File: src/rtl/ram_port_arbiter.sv
// Two-master arbiter in front of a single-port RAM with a one-cycle response path.
// Define RAM_ARB_RR_EN for round-robin contention handling; otherwise m0 has fixed priority.
module ram_port_arbiter #(
    parameter int ADDR_WIDTH = 15,
    parameter int DATA_WIDTH = 32,
    localparam int BE_WIDTH  = DATA_WIDTH / 8
) (
    input  logic                  clk,
    input  logic                  rst_i,

    input  logic                  m0_req_i,
    output logic                  m0_gnt_o,
    input  logic [ADDR_WIDTH-1:0] m0_addr_i,
    input  logic                  m0_we_i,
    input  logic [BE_WIDTH-1:0]   m0_be_i,
    input  logic [DATA_WIDTH-1:0] m0_wdata_i,
    output logic                  m0_rvalid_o,
    output logic [DATA_WIDTH-1:0] m0_rdata_o,

    input  logic                  m1_req_i,
    output logic                  m1_gnt_o,
    input  logic [ADDR_WIDTH-1:0] m1_addr_i,
    input  logic                  m1_we_i,
    input  logic [BE_WIDTH-1:0]   m1_be_i,
    input  logic [DATA_WIDTH-1:0] m1_wdata_i,
    output logic                  m1_rvalid_o,
    output logic [DATA_WIDTH-1:0] m1_rdata_o,

    output logic                  ram_en_o,
    output logic [ADDR_WIDTH-1:0] ram_addr_o,
    output logic                  ram_we_o,
    output logic [BE_WIDTH-1:0]   ram_be_o,
    output logic [DATA_WIDTH-1:0] ram_wdata_o,
    input  logic [DATA_WIDTH-1:0] ram_rdata_i
);

    logic [1:0]            req;
    logic [1:0]            gnt;
    logic                  sel;
    logic                  any_gnt;
    logic [ADDR_WIDTH-1:0] addr  [2];
    logic                  we    [2];
    logic [BE_WIDTH-1:0]   be    [2];
    logic [DATA_WIDTH-1:0] wdata [2];
    logic [1:0]            rvalid;
    logic [DATA_WIDTH-1:0] rdata [2];

    logic                  resp_valid_reg;
    logic                  resp_owner_reg;

    assign req      = {m1_req_i, m0_req_i};
    assign addr[0]  = m0_addr_i;
    assign addr[1]  = m1_addr_i;
    assign we[0]    = m0_we_i;
    assign we[1]    = m1_we_i;
    assign be[0]    = m0_be_i;
    assign be[1]    = m1_be_i;
    assign wdata[0] = m0_wdata_i;
    assign wdata[1] = m1_wdata_i;

`ifdef RAM_ARB_RR_EN
    logic prio_reg;

    always_comb begin
        gnt = 2'b00;
        if (!rst_i) begin
            if (req == 2'b11) begin
                gnt[prio_reg] = 1'b1;
            end else begin
                gnt = req;
            end
        end
    end

    // Preferred master flips to the other one after every accepted access.
    always_ff @(posedge clk) begin
        if (rst_i) begin
            prio_reg <= 1'b0;
        end else if (any_gnt) begin
            prio_reg <= ~sel;
        end
    end
`else
    always_comb begin
        gnt = 2'b00;
        if (!rst_i) begin
            gnt = (req == 2'b11) ? 2'b01 : req;
        end
    end
`endif

    assign sel      = gnt[1];
    assign any_gnt  = |gnt;
    assign m0_gnt_o = gnt[0];
    assign m1_gnt_o = gnt[1];

    assign ram_en_o    = any_gnt;
    assign ram_addr_o  = any_gnt ? addr[sel]  : '0;
    assign ram_we_o    = any_gnt ? we[sel]    : 1'b0;
    assign ram_be_o    = any_gnt ? be[sel]    : '0;
    assign ram_wdata_o = any_gnt ? wdata[sel] : '0;

    always_ff @(posedge clk) begin
        if (rst_i) begin
            resp_valid_reg <= 1'b0;
            resp_owner_reg <= 1'b0;
        end else begin
            resp_valid_reg <= any_gnt;
            if (any_gnt) begin
                resp_owner_reg <= sel;
            end
        end
    end

    // Responses are suppressed while reset is held so a pending reply is dropped.
    generate
        for (genvar gi = 0; gi < 2; gi++) begin : g_resp
            assign rvalid[gi] = resp_valid_reg && !rst_i && (resp_owner_reg == 1'(gi));
            assign rdata[gi]  = rvalid[gi] ? ram_rdata_i : '0;
        end
    endgenerate

    assign m0_rvalid_o = rvalid[0];
    assign m1_rvalid_o = rvalid[1];
    assign m0_rdata_o  = rdata[0];
    assign m1_rdata_o  = rdata[1];

endmodule

File: config.mk
export PLATFORM = sky130hd
export DESIGN_NAME = ram_port_arbiter
export DESIGN_NICKNAME = d
export VERILOG_FILES = /design/src/rtl/ram_port_arbiter.sv
export SDC_FILE = /design/constraint.sdc
export NUM_CORES = 1
export LEC_CHECK = 0
export ABC_AREA = 1
export BUFFER_PORTS_ARGS = -buffer_cell sky130_fd_sc_hd__buf_2
export CAP_MARGIN = 10
export CORE_AREA = 2 2 100 102
export CTS_BUF_LIST = sky130_fd_sc_hd__clkbuf_8 sky130_fd_sc_hd__clkbuf_16
export DETAILED_ROUTE_END_ITERATION = 12
export DIE_AREA = 0 0 102 104
export SETUP_SLACK_MARGIN = 0.4
export SYNTH_ARGS = -nofsm -noshare
export SYNTH_HDL_FRONTEND = slang
export SYNTH_SLANG_ARGS = --single-unit
File: constraint.sdc
create_clock -name clk -period 1.16 [get_ports clk]
set_clock_uncertainty 0.1 [all_clocks]
set_input_delay 0.116 -clock clk [delete_from_list [all_inputs] [get_ports clk]]
set_output_delay 0.116 -clock clk [all_outputs]
set_load 0.05 [all_outputs]
==> Yosys cells after proc, flatten, opt, wreduce, memory -nomap -nowiden <==
Cells that the tools add are included.
{ "totals": {"regBits": 2, "word_cells": 31, "input_bits": 140} }
{ "classes": {"n_mux": 20, "reduce_logical": 5, "magnitude_cmp": 1, "n_eq_ne": 1, "n_bitwise": 2} }
{ "ops": {"columns": ["op", "n"], "rows": [
  ["$mux 32", 6],
  ["$mux 15", 4],
  ["$mux 4", 4],
  ["$mux 1", 4],
  ["$mux 2", 2],
  ["$logic_and 1x1->1", 3],
  ["$eq 2x2->1 const B", 1],
  ["$ge 2x2->1 const B", 1],
  ["$not 1->2", 1],
  ["$reduce_or 2->1", 1],
  ["$logic_not 1->1", 1],
  ["$not 1->1", 1]
]} }

==> Longest topological paths before layout <==
Gate-level depths: netlist of the first run.
{ "logic_depth": {"word_depth": 8, "depth_mapped": 5} }

==> Worst setup path before layout of the first run <==
Ideal clock, no wire load.
{ "synth_timing": {"path_kind": "reg2out", "start": "register resp_owner_reg", "end": "output port m0_rdata_o[22]", "path_buffers": 1, "arrival_ns": 1.339, "stages_incl_launch_ff": 5, "slack_ns": -0.395, "path_cell_list": "dfxtp_1 -> inv_1 -> nand3_4 -> buf_4 -> nor2_1"} }
{ "synth_via": {"elab_chain_cells": 3} }
{ "synth_lines": {"columns": ["item", "line", "text"], "rows": [
  ["from (decl)", "49", "logic resp_owner_reg;"],
  ["from (signal assigned)", "110", "resp_owner_reg <= sel;"],
  ["$not 1->1", "118", "assign rvalid[gi] = resp_valid_reg && !rst_i && (resp_owner_reg == 1'(gi));"],
  ["$logic_and 1x1->1", "118", null],
  ["$mux 32", "119", "assign rdata[gi] = rvalid[gi] ? ram_rdata_i : '0;"],
  ["to (decl)", "18", "output logic [DATA_WIDTH-1:0] m0_rdata_o,"]
]} }
No other way between the ends.

==> Worst setup path after layout of the first run <==
{ "layout_timing": {"start": "register resp_owner_reg", "end": "output port m0_rdata_o[8]"} }
Same word-level chain as after synthesis.

==> reports/qor_table.md, run 1 <==
| Result | Value |
|:---|:---|
| Shortest clock period the worst path allows after layout | 1430 ps |
| DRT Wirelength | 11800 um |
| WL/cell | 16.1 um |
| Post-synthesis instance area | 1350 sq um |
| Flop2flop setup slack | 260 ps |
| Number of nets in the layout | 742 |
| Power dissipated by switching net loads | 1.68 mW |
| Count of pins on the block boundary | 261 |
| Number of cells produced by synthesis | 291 |
| Kind of start point of the critical path | flop |
| Synthesized area per cell | 4.65 sq um |
| Area growth from synthesis to final layout | 430% |
| Die extent in y | 104 um |
| Warning count from the yosys run | 0 |
| Critical-path cell list | inv_2 > nand3_4 > buf_12 > nor2_4 > buf_6 |
| Sequential cell area fraction in the yosys report | 2.96% |
| Run status | finished with violations |
| Total number of H-tree levels | 1 |
| Sum Neg Setup Slack | -22060 ps |
| Worst hold-check slack | 181 ps |
| Critical Setup Path Class | reg2out |
| Fin crit share | 123% |
| Maximum clock path buffer count | 2 |
| Largest driver fanout on the critical path | 22 |
| Failing checks | negative setup slack |
| Drt first pass iters | 3 |
| Number of vias per cell | 4.29 |
| Required time at the worst-slack endpoint | 940 ps |
| Cell with the biggest individual delay on the critical path | sky130_fd_sc_hd__dfxtp_2 |
| Power per standard cell area | 451 nW/um^2 |
| VDD IR-drop max | 0.000268 V |
| Initial Utilization | 14.2% |
| Global-route wire length before repair | 18300 um |
| TritonCTS clock tree | done |
| Hold violation count in the final report | 0 |
| Number of CTS-inserted buffers | 3 |
| Port Buffer Count | 260 |
| Remaining antenna violation count after routing | 0 |
| Maximum frequency from static timing analysis | 699 MHz |
| Horizontal die dimension | 102 um |
| Remaining Overflow, GRT | 0 |
| Number of remaining DRC errors | 0 |
| Static leakage power | 3.13 nW |
| Number of synthesized register bits | 2 |
| Signal arrival time at the worst endpoint | 1210 ps |
| Final setup fails | 119 |
| Reg2reg end | resp_owner_reg |
| Cell family with most CP delay | buffers and inverters |
| Maximum number of pins on one net before global-route repair | 31 |
| Antenna violations before repair | 0 |
| Number of clock sinks | 2 |
| Startpoint of the most critical hold path | rst_i |
| Core outline area | 9550 sq um |
| Total routing usage reported by global routing | 22.0% |
| Full die area | 10600 sq um |
| Vias post-DR | 3146 |
| HP Class | in2reg |
| Relative contribution of sequential cells to total power | 2.4% |
| Depth of the worst hold-timing path | 4 |
| Number of distinct standard cells referenced by the synthesized netlist | 15 |
| Switching power as a share of total power | 51.8% |
| Clk root buf | sky130_fd_sc_hd__clkbuf_8 |
| Clk Latency, worst-skew pair | 210 ps |
| Max-Cap Viols | 0 |
| RSZ-0062 raised after global routing | true |
| Transition at the pin with the smallest max-transition slack | 349 ps |
| Final WS setup | -270 ps |
| Highest cell delay on the worst timing path | 320 ps |
| Gpl congestion | 0.823 |
| Beginning of the worst register-to-register path | resp_owner_reg |
| Commonest cells after routing, fill and taps aside | 136 x sky130_fd_sc_hd__buf_2, 73 x sky130_fd_sc_hd__buf_8, 68 x sky130_fd_sc_hd__buf_6 |
| Clock power frac | 8.8% |
| Worst-case headroom to the max-slew limit | 76.7% |
| Gate power share | 88.7% |
| Layout cells sized above 1 | 92.3% |
| Power Internal | 1.56 mW |
| Cell Rows | 36 |
| Detailed router's first-iteration violation count | 44 |
| Leading cell type in the layout, fill and taps excluded | sky130_fd_sc_hd__buf_2 |
| Clock transition at the registers of the reported paths | 30 ps |
| Max-slew violation count | 0 |
| Hold-fix buffer count after cts | 0 |
| Endpoint kind of the worst setup timing path | output pin |
| Net count after synthesis | 431 |
| Number of antenna diodes | 0 |
| Buffers & Inverters on Critical Path | 3 |
| Estimated wirelength of the detail-placed design | 7410 um |
| Depth of the most critical reg-to-reg path | 4 |
| Hold Path Sink | resp_valid_reg |
| Via count of the first global-routing pass | 3549 |
## stage by stage
stage	setup WS, ps	util (%)	instances	power (mW)	instance area, sq um
after floorplan	-57.9	-	291	1.45	3060
after global placement	-339	49.3	695	2.01	4710
after detailed placement	-371	49.3	695	2.03	4710
after CTS	-264	73.5	733	3.19	7010
after global routing	-326	75.2	734	3.37	7180
final	-270	75.2	734	3.24	7180
## worst register-to-register path: stages, from the launching register on
cell	delay (ps)
sky130_fd_sc_hd__dfxtp_2	340
sky130_fd_sc_hd__inv_2	50
sky130_fd_sc_hd__buf_4	120
sky130_fd_sc_hd__buf_4	120
sky130_fd_sc_hd__a21oi_2	90
## cell families (layout without fill, tap and decap cells)
logic type	Yosys count	after routing	synth area share, %
AO/OA/AOI/OAI	3	3	1.11
buffers and inverters	60	370	23.7
flip-flops	2	2	2.96
AND/OR/NAND/NOR	226	226	72.3
## cell usage after synthesis
library cell / n / area share [%]
sky130_fd_sc_hd__nand3_4: 2 / 2.6
sky130_fd_sc_hd__buf_4: 1 / 0.55
sky130_fd_sc_hd__a21oi_1: 3 / 1.1
sky130_fd_sc_hd__nor2_4: 2 / 1.7
sky130_fd_sc_hd__clkbuf_1: 5 / 1.4
sky130_fd_sc_hd__buf_2: 6 / 2.2
sky130_fd_sc_hd__nand2_2: 9 / 4.2
sky130_fd_sc_hd__nand2_1: 96 / 27
sky130_fd_sc_hd__buf_12: 1 / 1.5
sky130_fd_sc_hd__nor2_1: 65 / 18
sky130_fd_sc_hd__dfxtp_1: 2 / 3.0
sky130_fd_sc_hd__inv_1: 36 / 10
sky130_fd_sc_hd__nand3_1: 52 / 19
sky130_fd_sc_hd__inv_2: 2 / 0.55
sky130_fd_sc_hd__buf_6: 9 / 7.5
## routing by layer
layer | track usage (%) | vias up | wire [um]
li1 | - | 1501 | -
met1 | 21.8 | 1457 | 3840
met2 | 43.8 | 166 | 6820
met3 | 4.70 | 22 | 843
met4 | 7.05 | 0 | 310
met5 | 0 | - | 0
## how the worst max path moves through the flow
stage,startpoint,end,slack (ps),cells after the start
2_1_floorplan,resp_owner_reg,m0_rdata_o[23],-60,4
3_3_place_gp,m0_req_i,ram_wdata_o[31],-340,6
3_5_place_dp,m0_req_i,ram_addr_o[8],-370,6
4_1_cts,resp_owner_reg,m0_rdata_o[1],-260,5
5_1_grt,resp_owner_reg,m0_rdata_o[1],-330,5
6_report,resp_owner_reg,m0_rdata_o[8],-270,5
## power by group through the flow
stage	logic (mW)	clock network, mW	registers [mW]
5_1_grt	2.99	0.299	0.0791
6_report	2.88	0.286	0.0785
2_1_floorplan	1.37	0	0.0790
4_1_cts	2.81	0.293	0.0786
3_5_place_dp	1.95	0	0.0795
3_3_place_gp	1.93	0	0.0791
## what timing repair did
| action | CTS | global route |
|---|---|---|
| gates resized for setup | 432 | 34 |
| setup endpoints to repair | 122 | 122 |
| gates cloned | 13 | 0 |
| setup buffers | 21 | 1 |
| pin swaps | 48 | 19 |
## cell type report
class | instances | area [sq um]
multi-input cells | 229 | 3160
inverters | 38 | 175
flip-flops and latches | 2 | 45.0
fillers | 619 | 2370
repair buffers | 328 | 3590
clock inverters | 1 | 3.75
well taps | 133 | 166
clock buffers | 3 | 41.3
Power figures use the tool's default switching activity.
==> run 2: changes to the inputs <==
CAP_MARGIN = 20   (was 10)
GPL_TIMING_DRIVEN = 0   (was default)
==> run 2 against run 1 <==
  * The run still ends with negative setup slack left
  * Total power grew 3.3%
  * Critical path depth is 1 higher
  * Register-to-register slack barely moved
  * Routed wire length is 8.5% higher
  * Clock power down 2%
  * Sequential power about the same
  * Non-clock buffer count grew 20
  * Sequential share of layout area about the same
  * First-iteration DRC count up 23%
  * Fmax shrank 5.4%
  * Core utilization is 3.9 points higher
  * Design area up 5.2%
  * Critical endpoint is now m0_rdata_o[15]
==> reports/qor_table.md, run 2 (same netlist as run 1, synthesis figures left out) <==
| Result | Value | Delta |
|:---|:---|:---|
| Power Internal | 1.63 mW | +4.5% |
| Initial Utilization | 14.2% | unchanged |
| Remaining antenna violation count after routing | 0 | unchanged |
| Full die area | 10600 sq um | unchanged |
| Sum Neg Setup Slack | -25260 ps | -3200 ps |
| Layout cells sized above 1 | 94.4% | +2.0 points |
| Final Instance Count excl. Fillers | 757 | +3.1% |
| Run status | finished with violations |  |
| Critical Setup Path Class | reg2out |  |
| Worst-case headroom to the max-slew limit | 79.0% | +2.3 points |
| Total area of sequential cells | 45.0 sq um | unchanged |
| Vias post-DR | 3340 | +6.2% |
| Switching power as a share of total power | 51.2% | -0.56 points |
| Endpoint kind of the worst setup timing path | output pin |  |
| Die extent in y | 104 um | unchanged |
| Global-route wire length before repair | 18200 um | -0.49% |
| Start point of the critical path | resp_owner_reg |  |
| Largest driver fanout on the critical path | 6 | -73% |
| Flop2flop setup slack | 250 ps | about the same |
| Clock transition at the registers of the reported paths | 30 ps | about the same |
| Final setup fails | 119 | unchanged |
| Core outline area | 9550 sq um | unchanged |
| TritonCTS clock tree | done |  |
| Count of pins on the block boundary | 261 | unchanged |
| Number of placed instances, taps included | 683 | -1.7% |
| Total routing usage reported by global routing | 21.9% | -0.13 points |
| Transition at the pin with the smallest max-transition slack | 315 ps | -33.9 ps |
| Clk Latency, worst-skew pair | 210 ps | about the same |
| WL/cell | 16.9 um | +5.2% |
| Leading cell type in the layout, fill and taps excluded | sky130_fd_sc_hd__buf_2 |  |
| Shortest clock period the worst path allows after layout | 1510 ps | +82.0 ps |
| Hold violation count in the final report | 0 | unchanged |
| Gate power share | 89.3% | +0.6 points |
| Port Buffer Count | 259 | -0.38% |
| Critical-path cell list | inv_2 > nand3_4 > buf_12 > buf_16 > nor2_4 > buf_6 |  |
| Number of CTS-inserted buffers | 3 | unchanged |
| Area occupied by multi-input gates | 3210 sq um | +1.5% |
| Maximum clock path buffer count | 2 | unchanged |
| Total number of H-tree levels | 1 | unchanged |
| Overall power | 3.35 mW | +3.3% |
| VDD IR-drop max | 0.000298 V | +11% |
| Commonest cells after routing, fill and taps aside | 136 x sky130_fd_sc_hd__buf_2, 85 x sky130_fd_sc_hd__buf_8, 66 x sky130_fd_sc_hd__nor2_4 |  |
| Cell Rows | 36 | unchanged |
| Antenna violations before repair | 3 | +3 |
| Clk root buf | sky130_fd_sc_hd__clkbuf_8 |  |
| Relative contribution of sequential cells to total power | 2.3% | about the same |
| Gpl congestion | 0.808 | -1.8% |
| Detailed router's first-iteration violation count | 54 | +23% |
| Filler cell count in the final layout | 538 | -13% |
| Signal arrival time at the worst endpoint | 1300 ps | +90 ps |
| Depth of the most critical reg-to-reg path | 4 | unchanged |
| Maximum number of pins on one net before global-route repair | 11 | -65% |
| Required time at the worst-slack endpoint | 940 ps | about the same |
| Number of remaining DRC errors | 0 | unchanged |
| Kind of start point of the critical path | flop |  |
| Static leakage power | 3.31 nW | +5.8% |
| Cell with the biggest individual delay on the critical path | sky130_fd_sc_hd__dfxtp_2 |  |
| Clock power frac | 8.3% | -0.5 points |
| Via count of the first global-routing pass | 3602 | +1.5% |
| Number of vias per cell | 4.41 | +2.9% |
| Maximum frequency from static timing analysis | 661 MHz | -5.4% |
| Fin crit share | 130% | +7.1 points |
| Area growth from synthesis to final layout | 458% |  |
| HP Class | in2reg |  |
| Failing checks | negative setup slack |  |
| Number of clock sinks | 2 | unchanged |
| Number of nets in the layout | 762 | +2.7% |
| Beginning of the worst register-to-register path | resp_owner_reg |  |
| Remaining Overflow, GRT | 0 | unchanged |
| Horizontal die dimension | 102 um | unchanged |
| RSZ-0062 raised after global routing | true |  |
| Drt first pass iters | 4 | +1 |
| Highest cell delay on the worst timing path | 320 ps | about the same |
| Final cell utilization of the core | 79.1% | +3.9 points |
| Reg2reg end | resp_owner_reg |  |
| Placement-stage worst setup slack | -539 ps | -168 ps |
| Max-slew violation count | 0 | unchanged |
| End point of the critical path | m0_rdata_o[15] |  |
| Final WS setup | -352 ps | -82.0 ps |
| Power per standard cell area | 443 nW/um^2 | -1.8% |
| Max-Cap Viols | 0 | unchanged |
| Estimated wirelength of the detail-placed design | 7460 um | +0.66% |
| Power dissipated by switching net loads | 1.71 mW | +2.2% |
| DRT Wirelength | 12800 um | +8.5% |
[run 2: cell types whose count changed in the layout (fill, tap and decap cells not counted), moves of 4 or more]
| cell | change |
|---|---|
| sky130_fd_sc_hd__buf_8 | +12 |
| sky130_fd_sc_hd__nand3_2 | +12 |
| sky130_fd_sc_hd__nand3_4 | -9 |
| sky130_fd_sc_hd__nand2_1 | -8 |
| sky130_fd_sc_hd__buf_6 | -6 |
| sky130_fd_sc_hd__buf_16 | +5 |
| sky130_fd_sc_hd__clkbuf_4 | +4 |
| sky130_fd_sc_hd__nand2_8 | +4 |
[run 2: worst max-delay path: cells and delay by family, from the launching register on]
kind | cells | cell delay (ps)
buf+inv | 4 | 560
flops | 1 | 320
simple gates | 2 | 200
[run 2: how the worst min path moves through the flow]
stage	from	endpoint	slack [ps]	depth (start not counted)
detailed placement	m1_req_i	resp_owner_reg	330	3
floorplan	rst_i	resp_valid_reg	80	1
global route	m1_req_i	resp_owner_reg	120	3
CTS	m1_req_i	resp_owner_reg	100	3
finish	m1_req_i	resp_owner_reg	120	3
global placement	m1_req_i	resp_owner_reg	320	3
[run 2: cell type report]
type	instances	share of cell area, %
Timing Repair Buffer	326	46.8
Multi-Input combinational cell	229	42.5
Buffer	22	4.92
Inverter	38	2.32
Tap cell	133	2.20
Sequential cell	2	0.596
Clock buffer	3	0.547
Antenna cell	3	0.0994
Clock inverter	1	0.0497
[run 2: per-layer routing]
metal	global-route usage, %	vias to the layer above	share of wire [%]
li1	-	1550	-
met1	20.6	1575	29
met2	43.3	177	59
met3	4.44	38	7.2
met4	10.4	0	4.4
met5	0	-	0
[run 2: metrics by stage]
step / hold slack, ps / area, sq um
global placement: 321 / 4520
CTS: 97.4 / 7120
finish: 116 / 7550
global route: 119 / 7550
floorplan: 75.4 / 3060
detailed placement: 328 / 4520
[run 2: power groups by stage]
stage	combinational (mW)	sequential, mW	clock [mW]
after floorplan	1.37	0.0790	0
after global placement	1.87	0.0791	0
after detailed placement	1.88	0.0795	0
after CTS	2.82	0.0787	0.289
after global routing	3.10	0.0791	0.298
final	2.99	0.0785	0.279
[run 2: timing repair]
action | 4_1_cts | 5_1_grt
endpoints found under the setup margin | 121 | 122
hold buffers | 0 | 0
resized for setup | 461 | 61
pin swaps | 30 | 38
cloned | 14 | 1
setup buffers | 42 | 10
==> run 3: changes to the inputs <==
CTS_BUF_LIST = default   (was sky130_fd_sc_hd__clkbuf_8 sky130_fd_sc_hd__clkbuf_16)
SKIP_LAST_GASP = 1   (was default)
==> run 3 against run 2 <==
  * The run still ends with negative setup slack left
  * Via count grew 0.84%
  * Total power up 1.7%
  * Setup slack got worse by 2.1 ps
  * Non-clock buffer count increased by 4
  * Routed wire length rose by 5.0%
  * Sequential power increased by 0.8%
  * Critical path depth unchanged
  * Critical endpoint is now m0_rdata_o[14]
  * Largest cell class unchanged
==> reports/qor_table.md, run 3 (same netlist as run 1, synthesis figures left out) <==
| Result | Value | Delta |
|:---|:---|:---|
| Final setup fails | 120 | +0.84% |
| Commonest cells after routing, fill and taps aside | 137 x sky130_fd_sc_hd__buf_2, 81 x sky130_fd_sc_hd__buf_8, 68 x sky130_fd_sc_hd__buf_6 |  |
| Drt first pass iters | 4 | unchanged |
| Number of nets in the layout | 766 | +0.52% |
| Final instance area | 7620 sq um | +0.91% |
| Routed length on met2 | 7910 um | +3.8% |
| Initial Utilization | 14.2% | unchanged |
| Full die area | 10600 sq um | unchanged |
| Post-Place Cell Area | 4520 sq um | unchanged |
| Core outline area | 9550 sq um | unchanged |
| Sum Neg Setup Slack | -26910 ps | -1660 ps |
| Hold violation count in the final report | 0 | unchanged |
| Endpoint kind of the worst setup timing path | output pin |  |
| Run status | finished with violations |  |
| Worst hold-check slack | 115 ps | -1.25 ps |
| Remaining Overflow, GRT | 0 | unchanged |
| Fin crit share | 131% | +0.18 points |
| Shortest clock period the worst path allows after layout | 1510 ps | +2.10 ps |
| Clk Latency, worst-skew pair | 210 ps | about the same |
| Overall power | 3.40 mW | +1.7% |
| Signal arrival time at the worst endpoint | 1300 ps | about the same |
| Largest driver fanout on the critical path | 6 | unchanged |
| Number of clock sinks | 2 | unchanged |
| Depth of the most critical reg-to-reg path | 4 | unchanged |
| Area occupied by multi-input gates | 3230 sq um | +0.51% |
| Total area of sequential cells | 45.0 sq um | unchanged |
| Global-route wire length before repair | 18300 um | about the same |
| Cell Rows | 36 | unchanged |
| TritonCTS clock tree | done |  |
| Count of pins on the block boundary | 261 | unchanged |
| Layout cells sized above 1 | 94.2% | -0.12 points |
| Estimated wirelength of the detail-placed design | 7460 um | unchanged |
| Clock transition at the registers of the reported paths | 30 ps | about the same |
| DR top layer | met4 |  |
| Kind of start point of the critical path | flop |  |
| Vias post-DR | 3368 | +0.84% |
| Clk root buf | sky130_fd_sc_hd__clkbuf_8 |  |
| Total routing usage reported by global routing | 21.9% | about the same |
| Remaining antenna violation count after routing | 0 | unchanged |
| Maximum number of pins on one net before global-route repair | 11 | unchanged |
| Area growth from synthesis to final layout | 463% |  |
| Filler cell count in the final layout | 544 | +1.1% |
| Number of remaining DRC errors | 0 | unchanged |
| Die extent in y | 104 um | unchanged |
| Number of vias per cell | 4.43 | +0.44% |
| VDD IR-drop max | 0.000316 V | +5.8% |
| Number of CTS-inserted buffers | 3 | unchanged |
| Detailed router's first-iteration violation count | 64 | +19% |
| Antenna violations before repair | 2 | -1 |
| Max-Cap Viols | 0 | unchanged |
| Required time at the worst-slack endpoint | 940 ps | about the same |
| Port Buffer Count | 259 | unchanged |
| Maximum frequency from static timing analysis | 661 MHz | -0.14% |
| Gpl congestion | 0.808 | unchanged |
| Total number of H-tree levels | 1 | unchanged |
| Depth of the worst hold-timing path | 3 | unchanged |
| Worst-case headroom to the max-slew limit | 74.3% | -4.6 points |
| WL/cell | 17.7 um | +4.6% |
| DRT Wirelength | 13500 um | +5.0% |
| HP Class | in2reg |  |
| Via count of the first global-routing pass | 3641 | +1.1% |
| Highest cell delay on the worst timing path | 330 ps | about the same |
| RSZ-0062 raised after global routing | true |  |
| Final WS setup | -354 ps | -2.10 ps |
| Cell with the biggest individual delay on the critical path | sky130_fd_sc_hd__dfxtp_2 |  |
| Static leakage power | 3.34 nW | +0.73% |
| Horizontal die dimension | 102 um | unchanged |
| Met3 layer wire length in the routed design | 991 um | +8.0% |
| Most common cell type on the critical path | sky130_fd_sc_hd__buf_12 |  |
| Critical-path cell list | inv_2 > nand3_4 > buf_12 > buf_12 > nor2_4 > buf_8 |  |
| Power per standard cell area | 446 nW/um^2 | +0.73% |
| Max-slew violation count | 0 | unchanged |
| Maximum clock path buffer count | 2 | unchanged |
| Wire length on met1 | 4140 um | +11% |
| Transition at the pin with the smallest max-transition slack | 385 ps | +69.5 ps |
| Critical Setup Path Class | reg2out |  |
| Failing checks | negative setup slack |  |
| Leading cell type in the layout, fill and taps excluded | sky130_fd_sc_hd__buf_2 |  |
run 3: cell types whose count changed in the layout (fill, tap and decap cells not counted), sizes merged:
| cell | previous run | this run |
|---|---|---|
| inv | 37 | 36 |
| buf | 342 | 347 |
| diode | 3 | 2 |
run 3: area by class of cell:
class | count | area share, %
Antenna cell | 2 | 0.0657
Sequential cell | 2 | 0.591
Clock buffer | 4 | 0.591
Tap cell | 133 | 2.18
Inverter | 38 | 2.27
Multi-Input combinational cell | 229 | 42.3
Buffer | 22 | 4.84
Timing Repair Buffer | 330 | 47.1
run 3: critical path: cells and delay by family (launching register included):
kind          cells  cell delay (ps)
buf+inv           4              540
flops             1              330
simple gates      2              210
run 3: where the power goes:
part	internal (mW)	switching, mW
logic	1.36	1.68
registers	0.0733	0.00576
clock network	0.233	0.0549
total	1.67	1.74
run 3: final timing paths:
check	startpoint	to	slack (ps)
worst max-delay path	resp_owner_reg	m0_rdata_o[14]	-350
worst max register to register	resp_owner_reg	resp_owner_reg	220
worst min-delay path	m1_req_i	resp_owner_reg	110
worst min register to register	resp_owner_reg	resp_owner_reg	600
run 3: what timing repair did:
action / 4_1_cts / 5_1_grt
hold endpoints to repair: 0 / 0
setup endpoints to repair: 121 / 122
gates resized for setup: 439 / 82
hold buffers: 0 / 0
gates cloned: 14 / 1
pin swaps: 29 / 31
setup buffers: 42 / 14
run 3: per-layer routing:
metal,up-vias,track usage (%)
met5,-,0
met4,0,8.76
met3,30,4.50
met2,178,43.4
met1,1595,21.1
li1,1565,-
run 3: metrics by stage:
stage               util (%)  worst slack (ps)  cells
floorplan                  -             -57.9    291
global placement        47.4              -536    683
detailed placement      47.4              -539    683
CTS                     73.7              -321    743
global route            79.8              -401    760
finish                  79.8              -354    760
